===== config.mk =====
export PLATFORM = sky130hd
export DESIGN_NAME = windowed_watchdog
export DESIGN_NICKNAME = d
export VERILOG_FILES = /design/src/rtl/windowed_watchdog.sv
export SDC_FILE = /design/constraint.sdc
export NUM_CORES = 1
export LEC_CHECK = 0
export CAP_MARGIN = 30
export CORE_MARGIN = 10
export CORE_UTILIZATION = 45
export CTS_CLUSTER_DIAMETER = 30
export CTS_CLUSTER_SIZE = 10
export DETAILED_ROUTE_END_ITERATION = 8
export GPL_ROUTABILITY_DRIVEN = 0
export MAX_ROUTING_LAYER = met4
export PLACE_DENSITY = 0.8
export SYNTH_ARGS = -nofsm -noshare
export SYNTH_HDL_FRONTEND = slang
export SYNTH_SLANG_ARGS = --single-unit

===== constraint.sdc =====
create_clock -name clk -period 6.7 [get_ports clk]
set_input_delay 1.005 -clock clk [delete_from_list [all_inputs] [get_ports clk]]
set_output_delay 1.005 -clock clk [all_outputs]
set_load 0.05 [all_outputs]

===== src/rtl/windowed_watchdog.sv =====
// Windowed watchdog: WIDTH-bit counter with programmable timeout, early warning
// and an optional early-kick window. Expiry can be locked until rst_n.
module windowed_watchdog #(
  parameter int WIDTH          = 8,
  parameter bit WINDOW_EN      = 1'b1,
  parameter bit LOCK_ON_EXPIRE = 1'b0
) (
  input  logic             clk,
  input  logic             rst_n,
  input  logic             enable,
  input  logic             restart,
  input  logic [WIDTH-1:0] tmo_val,
  input  logic [WIDTH-1:0] warn_val,
  input  logic [WIDTH-1:0] win_val,
  output logic             timeout,
  output logic             warning,
  output logic             early_kick,
  output logic [WIDTH-1:0] count
);

  typedef enum logic [1:0] {
    S_IDLE,
    S_RUN,
    S_WARN,
    S_EXPIRED
  } state_t;

  state_t           r_state;
  state_t           w_state_next;
  logic [WIDTH-1:0] r_cnt;
  logic [WIDTH-1:0] w_cnt_next;
  logic [WIDTH-1:0] r_tmo_q;
  logic [WIDTH-1:0] r_warn_q;
  logic [WIDTH-1:0] r_win_q;
  logic             r_timeout;
  logic             r_warning;
  logic             r_early_kick;
  logic             w_early_next;
  logic             w_capture;
  logic [WIDTH-1:0] w_cnt_inc;
  logic [WIDTH-1:0] w_tmo_eff;
  logic             w_win_open;

  // A zero timeout would never match cnt+1, so it is promoted to one cycle.
  assign w_tmo_eff  = (tmo_val == '0) ? WIDTH'(1) : tmo_val;
  assign w_cnt_inc  = r_cnt + WIDTH'(1);
  assign w_win_open = !WINDOW_EN || (r_cnt >= r_win_q);

  always_comb begin
    w_state_next = r_state;
    w_cnt_next   = r_cnt;
    w_early_next = r_early_kick;
    w_capture    = 1'b0;
    case (r_state)
      S_IDLE: begin
        w_cnt_next   = '0;
        w_early_next = 1'b0;
        if (enable) begin
          w_state_next = S_RUN;
          w_capture    = 1'b1;
        end
      end
      S_RUN, S_WARN: begin
        if (!enable) begin
          w_state_next = S_IDLE;
          w_cnt_next   = '0;
          w_early_next = 1'b0;
        end else if (restart) begin
          if (w_win_open) begin
            w_state_next = S_RUN;
            w_cnt_next   = '0;
            w_capture    = 1'b1;
          end else begin
            w_state_next = S_EXPIRED;
            w_cnt_next   = r_tmo_q;
            w_early_next = 1'b1;
          end
        end else if (w_cnt_inc == r_tmo_q) begin
          w_state_next = S_EXPIRED;
          w_cnt_next   = r_tmo_q;
        end else begin
          w_cnt_next   = w_cnt_inc;
          w_state_next = (w_cnt_inc >= r_warn_q) ? S_WARN : S_RUN;
        end
      end
      S_EXPIRED: begin
        w_cnt_next = r_tmo_q;
        if (!LOCK_ON_EXPIRE) begin
          if (!enable) begin
            w_state_next = S_IDLE;
            w_cnt_next   = '0;
            w_early_next = 1'b0;
          end else if (restart) begin
            w_state_next = S_RUN;
            w_cnt_next   = '0;
            w_early_next = 1'b0;
            w_capture    = 1'b1;
          end
        end
      end
      default: begin
        w_state_next = S_IDLE;
        w_cnt_next   = '0;
        w_early_next = 1'b0;
      end
    endcase
  end

  always_ff @(posedge clk or negedge rst_n) begin
    if (!rst_n) begin
      r_state      <= S_IDLE;
      r_cnt        <= '0;
      r_timeout    <= 1'b0;
      r_warning    <= 1'b0;
      r_early_kick <= 1'b0;
    end else begin
      r_state      <= w_state_next;
      r_cnt        <= w_cnt_next;
      r_timeout    <= (w_state_next == S_EXPIRED);
      r_warning    <= (w_state_next == S_WARN);
      r_early_kick <= w_early_next;
    end
  end

  // Thresholds are frozen for a whole period; mid-period input changes are ignored.
  always_ff @(posedge clk or negedge rst_n) begin
    if (!rst_n) begin
      r_tmo_q  <= '0;
      r_warn_q <= '0;
      r_win_q  <= '0;
    end else if (w_capture) begin
      r_tmo_q  <= w_tmo_eff;
      r_warn_q <= warn_val;
      r_win_q  <= win_val;
    end
  end

  assign timeout    = r_timeout;
  assign warning    = r_warning;
  assign early_kick = r_early_kick;
  assign count      = r_cnt;

endmodule


---- Word-level counts from Yosys, hierarchy flattened ----
Cells that the tools add are included.
cells by class
  $add $sub $neg .......................... 1
  $mul .................................... 0
  divide/modulo/power cells ............... 0
  order comparisons ....................... 2
  eq/ne operators ......................... 9
  shift-type cells ........................ 0
  muxes and demuxes ....................... 30
  bitwise operators ....................... 0
  reduce and logical (&&, ||, !) cells .... 4
operator list
  cell                                                             count
  8-bit two-way mux                                                7
  8-bit case mux with 3 select lines                               1
  8-bit greater-or-equal comparator                                2
  2-bit two-way mux                                                8
  1-bit two-way mux                                                11
  3-bit inequality test, second input constant                     3
  8-bit by 1-bit adder with 8-bit output, second input constant    1
  2-bit == test, second input constant                             4
  8-bit == test                                                    1
  8-bit zero test                                                  1
  1-bit case mux with 3 select lines                               2
  2-bit case mux with 3 select lines                               1
  3-bit AND reduction                                              1
  2-bit by 1-bit == test with 1-bit output, second input constant  1
  2-bit zero test                                                  1
  2-bit OR reduction                                               1
storage, ports and cells
  register bits after elaboration ......... 37
  latch bits .............................. 0
  memory bits (writable) .................. 0
  memory bits (read-only) ................. 0
  input port bits ......................... 28
  output and inout bits ................... 11
  word-level logic and storage cells ...... 54
  memories kept ........................... 0

---- Longest topological paths before layout ----
  depth after elaboration ................. 8
  mapped depth ............................ 10
  mapped depth without buffers ............ 10

---- Least setup slack after synthesis ----
Ideal clock, no wire load.
  path kind ............................... register to register
  start point ............................. reg r_cnt[0], in the netlist count[0]
  end point ............................... reg r_warn_q[0]
  library setup time ...................... 0.125 ns
  data arrival time ....................... 2.625 ns
  data required time ...................... 6.575 ns
  slack ................................... 3.950 ns
  cell stages (with the launch flop) ...... 11
  path buffers ............................ 1
  clock period less this slack ............ 2.750 ns
  cell sequence ........................... dfrtp_1 inv_1 ha_1 nand2b_1 a21o_1 a21oi_1 o31a_1 a21boi_0 o21ai_2 buf_4 mux2_2
between the ends
  word-level cells in the longest chain between the ends .. 5
ends and longest elaborated chain
  item                                RTL line  text
  start, declared                     30        logic [WIDTH-1:0] r_cnt;
  start signal, assigned              118       r_cnt <= w_cnt_next;
  8-bit greater-or-equal comparator   47        assign w_win_open = !WINDOW_EN || (r_cnt >= r_win_q);
  1-bit two-way mux                   69        if (w_win_open) begin
  1-bit two-way mux                   68        end else if (restart) begin
  1-bit two-way mux                   64        if (!enable) begin
  1-bit case mux with 3 select lines  54        case (r_state)
  end signal, assigned                133       r_warn_q <= warn_val;
  end, declared                       33        logic [WIDTH-1:0] r_warn_q;
No other way between the ends.
A chain may end at the register's enable or synchronous reset.

---- Worst setup path in the final report ----
  start point ............................. reg r_cnt[0], in the netlist count[0]
  end point ............................... reg r_warning, in the netlist warning
between the ends
  word-level cells in the longest chain between the ends .. 8
  elaborated cells between the ends (all ways) .. 11
  classes of those cells .................. add/sub (1); order compare (2); eq/ne (2); mux (6)
ends and longest elaborated chain
  item                                    RTL line  text
  8-bit by 1-bit adder with 8-bit output  46        assign w_cnt_inc = r_cnt + WIDTH'(1);
  8-bit greater-or-equal comparator       83        w_state_next = (w_cnt_inc >= r_warn_q) ? S_WARN : S_RUN;
  2-bit two-way mux                       83
  2-bit two-way mux                       78        end else if (w_cnt_inc == r_tmo_q) begin
  2-bit two-way mux (*)                   68
  2-bit two-way mux (*)                   64
  2-bit case mux with 3 select lines (*)  54
  2-bit == test (*)                       120       r_warning <= (w_state_next == S_WARN);
  end signal, assigned                    120
  end, declared                           36        logic r_warning;
Every way passes the cells marked *; elsewhere a longest branch is shown, timed or not.

==> results.tsv <==
metric	value	unit
status	complete, no violations	
final-report max-slew violation count	0	
Worst-path clk slew	0.07	ns
worst-skew pair later-pin latency	0.29	ns
GRT overflow	0	
simple-gate share of the synthesized area	12.3	%
reg2reg start	count[0]	
Synth area leader	dfrtp_1	
Synth Register Bits	37	
htree depth	2	
placed instance area	2720	um^2
Design Area, Final	2800	um^2
syn_nets	263	
reg2reg setup slack	3.72	ns
Static Leak	0.00130	uW
final wirelength	4870	um
Clk pwr share	12.6	%
startpoint types	flop	
Hold Path Depth	1	
Worst Clk Skew	0.00821	ns
setup TNS	0	ns
fraction of layout cells with a size suffix above 1	16.4	%
via count	1734	
Final ANT Viol Nets	0	
DRT iter0 DRCs	81	
crit path max fanout	8	
RSZ-0062 raised after global routing	no	
HPWL reported at the end of detailed placement	3790	um
final non-filler cell total	323	
share of the synthesized area in the top cell type	40.4	%
synth warn	0	
Pre-Repair DR Iteration Count	4	
first-pass GRT wire length	8360	um
Initial Util	47.5	%
Mapped Area	2290	um^2
row count	25	
Post-CTS Resized	0	
CTS Buf Count	5	
Antenna diodes	0	
Synth Area per Inst	10.6	um^2
most frequent cells in the layout	dfrtp_1, clkdlybuf4s50_1, inv_1, mux2_2, ha_1	
Nets	305	
FF-to-FF path depth	10	
Layout area overhead	22.1	%
mux contribution to synthesized area	12.6	%
R2R Path End	warning	
Power Internal	673	uW
Tmin final	2.98	ns
DRC	0	
sequential share of the synthesized area	40.4	%
fin crit share	44.4	%
fmax	336	MHz
slew at the pin closest to its max-slew limit	0.824	ns
CTS root buffer	clkbuf_8	
# Max-Cap Violations	0	
IO buf count	38	
Synth Area in Adders	10.9	%
combinational power share	51.6	%
Yosys cell types	48	
Crit. Startpoint	count[0]	
final total power	1140	uW
initial antenna violation count	0	
all-layer global routing usage	12.5	%
Power per Cell Area	409	nW/um^2
WL/cell	15.1	um
asr flop ratio synth	100	%
Seq pwr share	35.9	%
Critical Setup Path Class	flop to flop	
# placed instances	317	
Sw Share	41.1	%
Most used DFF post-synth	dfrtp_1	
Die Y-Extent	91.3	um
Post-Synthesis Cells	215	
CTS tree	yes	
net switching power figure	471	uW
post-synthesis compound-gate area fraction	13.8	%
Clock Sinks	37	
number of global-route vias before repair	1813	
clk buf depth	2	
hold buffer count at cts	0	
Slew HR	45.0	%
Worst EP arrival	3.17	ns
Post-CTS Repair Setup Buffers	0	
Core ar.	4820	um^2
xor and xnor area share after synthesis	4.59	%
I/O Pins	39	
Die X	91.3	um
worst hold start	r_warn_q[6]	
top cells by area, synth	dfrtp_1, mux2_2, ha_1, inv_1, xor2_1	
WHS Endpoint	r_warn_q[6]	
hold crit path type	flop to flop	
Post-synth EDFFs	0	
final setup fails	0	
CP required	6.89	ns
drt via density	5.37	
final hold vios	0	
die area	8340	um^2
largest family of logic cells by synthesized area	compound AO/OA/AOI/OAI gates	
Worst VDD drop	0.000160	V
critical path endpoint category	flop	
pin count of the biggest net entering global routing	38	
## synth_stat cells, drive strengths merged (5+ instances only)
cell type / number
nand2: 9
nor2: 10
xor2: 7
a21oi: 12
a21o: 5
ha: 20
mux2: 23
a22o: 5
o21ai: 5
xnor2: 5
inv: 23
nand3: 6
dfrtp: 37
## final cells by class
class,instances,area (um^2)
fill,420,2020
sequential,37,926
clock inverter,1,5.00
timing repair buffer,39,383
clock buffer,5,68.8
multi-input combinational,151,1240
tap,67,83.8
inverter,23,86.3
## cells by family (layout without fill, tap and decap cells)
kind of cell	count (synthesis)	after routing
buffers and inverters	27	68
AND/OR/NAND/NOR	48	48
XOR/XNOR	12	12
adder cells (fa/ha/maj)	20	20
AO/OA/AOI/OAI	45	45
multiplexers	26	26
flip-flops	37	37
## critical path, cell delays in order (launching register included)
cell and delay [ns]:
dfrtp_1 0.50, ha_1 0.28, and3_1 0.24, xnor2_1 0.23, inv_1 0.12, ha_1 0.30
nand2_1 0.05, o21a_1 0.17, o21ai_0 0.48, o21ai_0 0.19, a311oi_1 0.30
## power groups by stage
stage | sequential (uW) | clock, uW | combinational [uW]
global placement | 410 | 0 | 573
floorplan | 447 | 0 | 410
global route | 423 | 157 | 664
finish | 410 | 144 | 590
CTS | 410 | 150 | 597
detailed placement | 414 | 0 | 593
## stage by stage
| stage | hold slack (ns) | util [%] | worst slack [ns] |
|---|---|---|---|
| 5_1_grt | 0.526 | 58.1 | 3.53 |
| 4_1_cts | 0.511 | 58.1 | 3.70 |
| 6_report | 0.507 | 58.1 | 3.72 |
| 2_1_floorplan | 0.479 | - | 3.95 |
| 3_5_place_dp | 0.495 | 56.5 | 3.72 |
| 3_3_place_gp | 0.488 | 56.5 | 3.85 |
## sequential cells by signal, summed over array words and instances (netlist names)
name	cells
r_warn_q	8
count	8
timeout	1
warning	1
early_kick	1
r_tmo_q	8
r_state	2
r_win_q	8
## worst max-delay path by stage
stage	endpoint	slack [ns]	depth (start not counted)
final	warning	3.72	10
after global routing	warning	3.53	10
after CTS	warning	3.70	10
after detailed placement	warning	3.72	10
after global placement	r_win_q[1]	3.85	5
after floorplan	r_warn_q[0]	3.95	10
## per-layer routing
layer	track usage [%]	share of wire (%)	vias up
met1	14.3	46	834
met2	19.9	48	45
met3	3.79	4.6	10
li1	-	-	845
met4	5.22	1.5	0
met5	-	0	-
Note: power is estimated with default switching activity, not from simulation.
